[src/rtl/bcd_scan_display_if.sv]
// Bus between an arithmetic datapath and the BCD scan display block.
interface bcd_scan_display_if #(
   parameter int WIDTH  = 8,
   parameter int DIGITS = 3
);
   logic [WIDTH-1:0]  bin_in;
   logic              load;
   logic              signed_mode;
   logic              blank_lz;
   logic              busy;
   logic              done;
   logic              ovf;
   logic [6:0]        seg;
   logic [DIGITS-1:0] an;

   modport master (
      output bin_in, load, signed_mode, blank_lz,
      input  busy, done, ovf, seg, an
   );

   modport slave (
      input  bin_in, load, signed_mode, blank_lz,
      output busy, done, ovf, seg, an
   );
endinterface

[src/rtl/bcd_scan_display.sv]
// Iterative double-dabble binary-to-BCD converter driving a multiplexed,
// active-low 7-segment display with optional sign and leading-zero blanking.
module bcd_scan_display #(
   parameter int WIDTH    = 8,
   parameter int DIGITS   = 3,
   parameter int SCAN_DIV = 50000
) (
   input logic               clk,
   input logic               rst_n,
   bcd_scan_display_if.slave io
);
   localparam int BW = 4 * DIGITS;
   localparam int CW = (WIDTH > 2) ? $clog2(WIDTH) : 1;
   localparam int PW = (SCAN_DIV > 1) ? $clog2(SCAN_DIV) : 1;
   localparam int IW = $clog2(DIGITS);

   localparam logic [1:0] ST_IDLE   = 2'd0;
   localparam logic [1:0] ST_CONV   = 2'd1;
   localparam logic [1:0] ST_COMMIT = 2'd2;

   // Nibble code marking a top digit replaced by the minus sign on overflow.
   localparam logic [3:0] MINUS_CODE = 4'hF;

   logic [1:0]       r_state;
   logic [CW-1:0]    r_cnt;
   logic [WIDTH-1:0] r_mag;
   logic [BW-1:0]    r_bcd;
   logic             r_negc;
   logic             r_lost;
   logic [BW-1:0]    r_disp;
   logic             r_neg;
   logic             r_ovf;
   logic             r_done;
   logic [PW-1:0]    r_pre;
   logic [IW-1:0]    r_idx;

   logic             w_accept;
   logic             w_neg_in;
   logic [WIDTH-1:0] w_mag_in;
   logic [BW-1:0]    w_adj;
   logic             w_ovf_nxt;
   logic [BW-1:0]    w_disp_nxt;
   logic [IW-1:0]    w_msd;
   logic [IW-1:0]    w_mpos;
   logic [3:0]       w_digit;
   logic [6:0]       w_seg;
   logic [DIGITS-1:0] w_an;

   function automatic logic [6:0] f_decode(input logic [3:0] d);
      case (d)
         4'd0:    f_decode = 7'b1000000;
         4'd1:    f_decode = 7'b1111001;
         4'd2:    f_decode = 7'b0100100;
         4'd3:    f_decode = 7'b0110000;
         4'd4:    f_decode = 7'b0011001;
         4'd5:    f_decode = 7'b0010010;
         4'd6:    f_decode = 7'b0000010;
         4'd7:    f_decode = 7'b1111000;
         4'd8:    f_decode = 7'b0000000;
         4'd9:    f_decode = 7'b0010000;
         default: f_decode = 7'b1111111;
      endcase
   endfunction

   assign w_accept = (r_state == ST_IDLE) && io.load;
   assign w_neg_in = io.signed_mode && io.bin_in[WIDTH-1];
   assign w_mag_in = w_neg_in ? (~io.bin_in + WIDTH'(1)) : io.bin_in;

   always_comb begin
      w_adj = r_bcd;
      for (int unsigned i = 0; i < DIGITS; i++) begin
         if (r_bcd[i*4 +: 4] >= 4'd5) w_adj[i*4 +: 4] = r_bcd[i*4 +: 4] + 4'd3;
      end
   end

   always_comb begin
      w_ovf_nxt  = r_lost | (r_negc & (|r_bcd[BW-1 -: 4]));
      w_disp_nxt = r_bcd;
      if (r_negc && w_ovf_nxt) w_disp_nxt[BW-1 -: 4] = MINUS_CODE;
   end

   always_ff @(posedge clk or negedge rst_n) begin
      if (!rst_n) begin
         r_state <= ST_IDLE;
         r_cnt   <= '0;
         r_mag   <= '0;
         r_bcd   <= '0;
         r_negc  <= 1'b0;
         r_lost  <= 1'b0;
         r_disp  <= '0;
         r_neg   <= 1'b0;
         r_ovf   <= 1'b0;
         r_done  <= 1'b0;
      end else begin
         r_done <= 1'b0;
         case (r_state)
            ST_IDLE: begin
               if (w_accept) begin
                  r_state <= ST_CONV;
                  r_cnt   <= '0;
                  r_mag   <= w_mag_in;
                  r_bcd   <= '0;
                  r_negc  <= w_neg_in;
                  r_lost  <= 1'b0;
               end
            end
            ST_CONV: begin
               r_bcd  <= {w_adj[BW-2:0], r_mag[WIDTH-1]};
               r_mag  <= {r_mag[WIDTH-2:0], 1'b0};
               r_lost <= r_lost | w_adj[BW-1];
               r_cnt  <= r_cnt + CW'(1);
               if (r_cnt == CW'(WIDTH - 1)) r_state <= ST_COMMIT;
            end
            ST_COMMIT: begin
               r_disp  <= w_disp_nxt;
               r_neg   <= r_negc;
               r_ovf   <= w_ovf_nxt;
               r_done  <= 1'b1;
               r_state <= ST_IDLE;
            end
            default: r_state <= ST_IDLE;
         endcase
      end
   end

   always_ff @(posedge clk or negedge rst_n) begin
      if (!rst_n) begin
         r_pre <= '0;
         r_idx <= '0;
      end else if (r_pre == PW'(SCAN_DIV - 1)) begin
         r_pre <= '0;
         r_idx <= (r_idx == IW'(DIGITS - 1)) ? '0 : r_idx + IW'(1);
      end else begin
         r_pre <= r_pre + PW'(1);
      end
   end

   // Minus sits just above the most significant digit when blanking, else at the top.
   always_comb begin
      w_msd = '0;
      for (int unsigned i = 0; i < DIGITS; i++) begin
         if (r_disp[i*4 +: 4] != 4'd0) w_msd = IW'(i);
      end
      if (io.blank_lz && (int'(w_msd) + 1 < DIGITS)) w_mpos = w_msd + IW'(1);
      else                                           w_mpos = IW'(DIGITS - 1);
   end

   always_comb begin
      w_digit = '0;
      w_an    = '1;
      for (int unsigned i = 0; i < DIGITS; i++) begin
         if (IW'(i) == r_idx) begin
            w_digit = r_disp[i*4 +: 4];
            w_an[i] = 1'b0;
         end
      end
      if (r_neg && (r_idx == w_mpos))          w_seg = 7'b0111111;
      else if (io.blank_lz && (r_idx > w_msd)) w_seg = 7'b1111111;
      else                                     w_seg = f_decode(w_digit);
   end

   assign io.busy = (r_state != ST_IDLE);
   assign io.done = r_done;
   assign io.ovf  = r_ovf;
   assign io.seg  = w_seg;
   assign io.an   = w_an;
endmodule

[src/flat_wrapper.sv]
// flat-port wrapper written by rule: the top's interface ports become plain ports
module bcd_scan_display_flat 
#(
   parameter int WIDTH    = 8,
   parameter int DIGITS   = 3,
   parameter int SCAN_DIV = 50000
)
  (clk, rst_n, io_bin_in, io_load, io_signed_mode, io_blank_lz, io_busy, io_done, io_ovf, io_seg, io_an);
  bcd_scan_display_if #(.WIDTH(WIDTH), .DIGITS(DIGITS)) io_i ();
  input logic clk;
  input logic rst_n;
  input wire logic [$bits(io_i.bin_in)-1:0] io_bin_in;
  input wire logic [$bits(io_i.load)-1:0] io_load;
  input wire logic [$bits(io_i.signed_mode)-1:0] io_signed_mode;
  input wire logic [$bits(io_i.blank_lz)-1:0] io_blank_lz;
  output wire logic [$bits(io_i.busy)-1:0] io_busy;
  output wire logic [$bits(io_i.done)-1:0] io_done;
  output wire logic [$bits(io_i.ovf)-1:0] io_ovf;
  output wire logic [$bits(io_i.seg)-1:0] io_seg;
  output wire logic [$bits(io_i.an)-1:0] io_an;
  assign io_i.bin_in = io_bin_in;
  assign io_i.load = io_load;
  assign io_i.signed_mode = io_signed_mode;
  assign io_i.blank_lz = io_blank_lz;
  assign io_busy = io_i.busy;
  assign io_done = io_i.done;
  assign io_ovf = io_i.ovf;
  assign io_seg = io_i.seg;
  assign io_an = io_i.an;
  bcd_scan_display #(.WIDTH(WIDTH), .DIGITS(DIGITS), .SCAN_DIV(SCAN_DIV)) u_core (.clk(clk), .rst_n(rst_n), .io(io_i));
endmodule
[config.mk]
export PLATFORM = sky130hd
export DESIGN_NAME = bcd_scan_display_flat
export DESIGN_NICKNAME = d
export VERILOG_FILES = /design/src/rtl/bcd_scan_display_if.sv /design/src/rtl/bcd_scan_display.sv /design/src/flat_wrapper.sv
export SDC_FILE = /design/constraint.sdc
export NUM_CORES = 1
export LEC_CHECK = 0
export ABC_AREA = 1
export BUFFER_PORTS_ARGS = -buffer_cell sky130_fd_sc_hd__buf_2
export CAP_MARGIN = 20
export CORE_ASPECT_RATIO = 1.5
export CORE_MARGIN = 5
export CORE_UTILIZATION = 27
export CTS_BUF_LIST = sky130_fd_sc_hd__clkbuf_16
export DETAILED_ROUTE_END_ITERATION = 10
export GPL_ROUTABILITY_DRIVEN = 0
export SLEW_MARGIN = 20
export SYNTH_ARGS = -nofsm -noshare
export SYNTH_HDL_FRONTEND = slang
export SYNTH_SLANG_ARGS = --single-unit
[constraint.sdc]
create_clock -name clk -period 3.4 [get_ports clk]
set_input_delay 0.85 -clock clk [delete_from_list [all_inputs] [get_ports clk]]
set_output_delay 0.85 -clock clk [all_outputs]
set_load 0.02 [all_outputs]
# == After elaboration in Yosys (flattened, before gate mapping) ==
# Memories as Yosys holds them, arrays and structs flattened.
# Index checks and enable logic that the tools add are counted.
# word_totals
out_inout_bits,13
mem_bits_ro,112
mem_count,1
reg_bits,60
input_bits,13
# classes
order_cmp,5
eq_ne,10
mux,30
n_addsub,9
n_reduce_logical,16
n_bitwise,4
# mem_list
name,depth,word_bits,read_ports,rd_ports_with_merged_regs,wr,line_no,rtl
(name not given),16,7,1,0,0,bcd_scan_display.sv:50,case (d)
# ops
operator,n
"32-bit by 3-bit less-than comparator with 1-bit output, second input constant",1
4-bit 2-to-1 mux,7
12-bit case mux with 2 select lines,1
"16-bit by 1-bit adder with 16-bit output, second input constant",1
"16-bit == test, second input constant",1
16-bit 2-to-1 mux,1
8-bit 2-to-1 mux,2
8-bit case mux with 2 select lines,1
7-bit 2-to-1 mux,2
"4-bit by 2-bit adder with 4-bit output, second input constant",3
"4-bit by 3-bit >= comparator with 1-bit output, second input constant",3
12-bit 2-to-1 mux,1
2-bit 2-to-1 mux,5
"8-bit by 1-bit adder with 8-bit output, second input constant",1
8-bit NOT,1
4-bit nonzero test,2
1-bit logical AND,6
1-bit 2-to-1 mux,6
3-bit case mux with 2 select lines,1
2-bit AND reduction,3
"2-bit by 1-bit adder with 2-bit output, second input constant",2
"2-bit == test, second input constant",2
2-bit logical NOT,2
"2-bit by 1-bit != test with 1-bit output, second input constant",2
other kinds (15),17

# == Logic depth before layout (Yosys ltp) ==
# depth
word_depth,10
depth_mapped,12

# == Least setup slack after synthesis ==
# Ideal clock, no wire load.
# synth_path
path_type,flip-flop to output port
startpoint,register u_core.r_idx[1]
endpoint,output port io_seg[0]
arrival_ns,1.664
stages_incl_launch_ff,11
setup_slack_ns,0.886
required_ns,2.550
path_buffers,0
path_cell_list,dfrtp_1 inv_2 nand2_2 inv_1 nand2_1 nand3_1 inv_1 ha_1 or2_2 nand2_1 nand3_1
# synth_via
elab_chain_len,7
# synth_rtl
item,line_no,rtl
start: declaration,bcd_scan_display.sv:35,logic [IW-1:0] r_idx;
start signal: assignment,bcd_scan_display.sv:132,r_idx <= (r_idx == IW'(DIGITS - 1)) ? '0 : r_idx + IW'(1);
2-bit logical NOT,bcd_scan_display.sv:152,if (IW'(i) == r_idx) begin
4-bit 2-to-1 mux (3 in series),bcd_scan_display.sv:152,
memory 16 x 7 bit,--,
7-bit 2-to-1 mux,bcd_scan_display.sv:158,else if (io.blank_lz && (r_idx > w_msd)) w_seg = 7'b1111111;
7-bit 2-to-1 mux *,bcd_scan_display.sv:157,if (r_neg && (r_idx == w_mpos)) w_seg = 7'b0111111;
end: declaration,flat_wrapper.sv:19,output wire logic [$bits(io_i.seg)-1:0] io_seg;
# Mark *: on every way between the ends. The rest lies on a longest branch, timed or not.

# == Worst setup path in the final report ==
# Same ends and word-level chain as after synthesis.

==> metrics.md <==
| Metric | Value |
|---|---|
| Drt initial violations | ~120 |
| Power per cell area | a little under 800 nW/um^2 |
| VDD IR max | between 0.2 and 0.25 mV |
| Initial Utilization | between 20% and 30% |
| First-pass GRT wire length | between 10 and 15 mm |
| Mapped Avg Cell Area | just under 8 sq um |
| Post-route DRC | 0 |
| Post-detail-place hpwl | between 5 and 6 mm |
| Slowest CP cell | dfrtp_1 |
| Vias after detailed routing | approximately 2800 |
| Worst Setup End Kind | output pin |
| Worst setup SP type | register |
| ANT cells | 0 |
| Vias in the first global route | between 2000 and 3000 |
| Area after DPL | 3670 sq um |
| Fin cells | a little over 600 |
| Clock-pin slew on the worst setup and hold paths | 0.05 ns |
| Cell Area, Synth | about 3400 sq um |
| Initial antenna violation count | 0 |
| RSZ-0062 raised after global routing | false |
| Worst Hold Class | register to register |
| Crit path DAT | 2.16 ns |
| Core Util, Final | a little under a third |
| Die ar. | 14900 sq um |
| CTS tree | done |
| Clk_skew | 0.00328 ns |
| Total grt overflow | 0 |
| Fmax | roughly 0.33 GHz |
| CTS Buffer Depth | 2 |
| Combinational share of power | about two fifths |
| WHS Endpoint | u_core.r_pre[0]$_DFF_PN0_ |
| I/O pin count | 26 |
| R2R setup slack | approximately 1.7 ns |
| Antenna viol nets, final | 0 |
| Hold_sp | u_core.r_pre[0]$_DFF_PN0_ |
| Count of unique library cells instantiated by Yosys | 34 |
| Core area | approximately 12000 sq um |
| Switching pwr | roughly 0.0012 W |
| Placed instance count | approximately 600 |
| Final Max Slew Viols | 0 |
| Synthesized net count | 457 |
| Tmin final | approximately 3 ns |
| Sequential standard cell area | ~1500 sq um |
| Postcts setup bufs | 0 |
| Slew margin rel. | 50.4% |
| Clock H-tree levels | 3 |
| Hold_buf cts | 0 |
| Fillers | 1356 |
| Synth Register Bits | 60 |
| Die Span Y | approximately 150 microns |
| Largest net degree at the start of global routing | 61 |
| CTS buffer count | 9 |
| Commonest non-fill, non-tap cells in the layout | nand2_1, dfrtp_1, inv_1 |
| Share of cells above drive strength 1 | 12.6% |
| Hold depth | 1 |
| Reg-to-reg endpoint | u_core.r_disp[10]$_DFFE_PN0P_ |
| Most common library cell in the layout ignoring fill and taps | nand2_1 |
| Switch share | 39.7% |
| Synth-to-Final Area Change | 16.1% |
| Final hold violations | 0 |
| Required @ worst endpoint | 2.55 ns |
| Setup TNS Final | 0 ns |
| Cells on worst reg2reg path | 7 |
| Leak | roughly 2.0 nW |
| Root buf cell | clkbuf_16 |
| Vias per inst | between 4 and 5 |
| Max-Cap Viols | 0 |
| Class of the most critical setup path | register to output pin |
| WL per Instance | 11.4 microns |
| Worst R2R Start | u_core.r_bcd[8]$_DFFE_PN0P_ |
| Crit Path Max Fanout | 7 |
| Crit-path cells | inv_2 > nor2_1 > nand2_1 > nand3_1 > inv_1 > ha_1 > or2_2 > nand2_1 > nand3_1 > buf_2 |
| Final setup viols | 0 |
| Mapped Cells | approximately 430 |
| Drt pass-1 iters | 4 |
| Drt total wl | 7.07 mm |
| Clk_lat worst skew | 0.32 ns |
| Rows | 50 |
| Status | completed |
| Final #Nets | between 400 and 500 |
| Synth Warn # | 0 |
| Sequential share of the synthesized area | between 40 and 50% |
| Port Buffers | 25 |
| Clk sinks | 60 |
| Clock power frac | 24.6% |
| CP max stage delay | between 0.4 and 0.5 ns |
| Sequential fraction of design power | 35.6% |
| Cell-internal power | around 0.0019 W |
| Worst slew pin tran | between 0.7 and 0.8 ns |
| Tcrit/Tclk final | 88.6% |
| # resized after CTS | 0 |
| Design area | around 4000 sq um |
| Gr usage total | approximately a tenth |
| Footprint of the multi-input gates | between 1500 and 2000 sq um |
| Die width | a little over 100 microns |
## synthesized netlist by cell type
master	n	area share, %
xor2_1	11	2.9
ha_1	17	6.3
nand2_2	1	0.19
nand3_4	1	0.52
o31ai_1	1	0.22
a22o_1	2	0.52
nand3_1	35	5.2
dfrtp_1	60	44
nand4_1	5	0.93
nor3_1	4	0.59
nand3_2	1	0.30
nor2_4	2	0.67
or2_2	4	0.74
nand3b_1	1	0.22
nor2_1	48	5.3
a31oi_1	7	1.3
buf_6	1	0.33
a22oi_1	5	1.1
buf_2	2	0.30
nor2_8	1	0.59
a2bb2oi_1	1	0.26
o22ai_1	2	0.37
o32ai_1	1	0.26
nor2_2	3	0.56
o21bai_1	1	0.22
buf_1	1	0.11
clkinv_1	1	0.11
buf_4	1	0.22
o21ai_0	44	6.5
o21ai_1	4	0.59
inv_1	54	6.0
nand2_1	85	9.4
inv_2	7	0.78
a21oi_1	13	1.9
## power by group through the flow
stage,clock (W),combinational (W),sequential (W)
6_report,0.000756,0.00122,0.00109
5_1_grt,0.000812,0.00143,0.00112
4_1_cts,0.000778,0.00125,0.00109
3_5_place_dp,0,0.00125,0.00110
3_3_place_gp,0,0.00120,0.00109
2_1_floorplan,0,0.000955,0.00107
## through the flow
stage          total power (W)  hold WS [ns]  setup slack, ns
4_1_cts                0.00312         0.462            0.370
2_1_floorplan          0.00202         0.433            0.886
5_1_grt                0.00336         0.492            0.182
3_5_place_dp           0.00235         0.457            0.717
6_report               0.00307         0.456            0.388
3_3_place_gp           0.00229         0.448            0.754
## cell families (layout without fill, tap and decap cells)
logic type / after synthesis / in the layout / synth area share (%)
simple gates: 191 / 191 / 25.3
compound gates: 81 / 81 / 13.3
buf+inv: 67 / 102 / 7.85
flops: 60 / 60 / 44.4
fa+ha+maj: 17 / 17 / 6.30
xor+xnor: 11 / 11 / 2.85
## worst max-delay path: cells and delay by family, from the launching register on
family        cells  cell delay [ns]
fa+ha+maj         1             0.18
buf+inv           3             0.36
simple gates      6             0.81
flops             1             0.48
## cell type report
cell class	instances	area share (%)
tap	156	4.98
sequential	60	38.3
clock buffer	9	5.74
multi-input combinational	300	41.1
clock inverter	5	0.574
timing repair buffer	26	3.38
inverter	62	5.93
## sequential cells by signal (all words and copies together) (netlist names)
register	count
u_core.r_negc	1
u_core.io.done	1
u_core.r_mag	8
u_core.r_cnt	3
u_core.r_disp	12
u_core.r_idx	2
u_core.r_lost	1
u_core.r_pre	16
u_core.r_bcd	12
u_core.r_state	2
u_core.io.ovf	1
u_core.r_neg	1
## metal layers
metal / share of wire [%] / routed length (microns) / vias to the layer above / track usage (%)
met5: 0 / 0 / - / 0
met4: 1.4 / 97 / 0 / 3.79
met3: 3.6 / 257 / 8 / 2.19
met2: 53 / 3720 / 42 / 18.5
met1: 42 / 2990 / 1335 / 11.5
li1: - / - / 1455 / -
## worst max-delay path by stage
stage                                           start        end  slack (ns)
after floorplan           u_core.r_idx[1]$_DFFE_PN0N_  io_seg[0]        0.89
after global placement                    io_blank_lz  io_seg[0]        0.75
after global routing      u_core.r_idx[1]$_DFFE_PN0N_  io_seg[6]        0.18
final                     u_core.r_idx[1]$_DFFE_PN0N_  io_seg[0]        0.39
after CTS                 u_core.r_idx[1]$_DFFE_PN0N_  io_seg[0]        0.37
after detailed placement  u_core.r_idx[1]$_DFFE_PN0N_  io_seg[0]        0.72
Note: power is estimated with default switching activity, not from simulation.
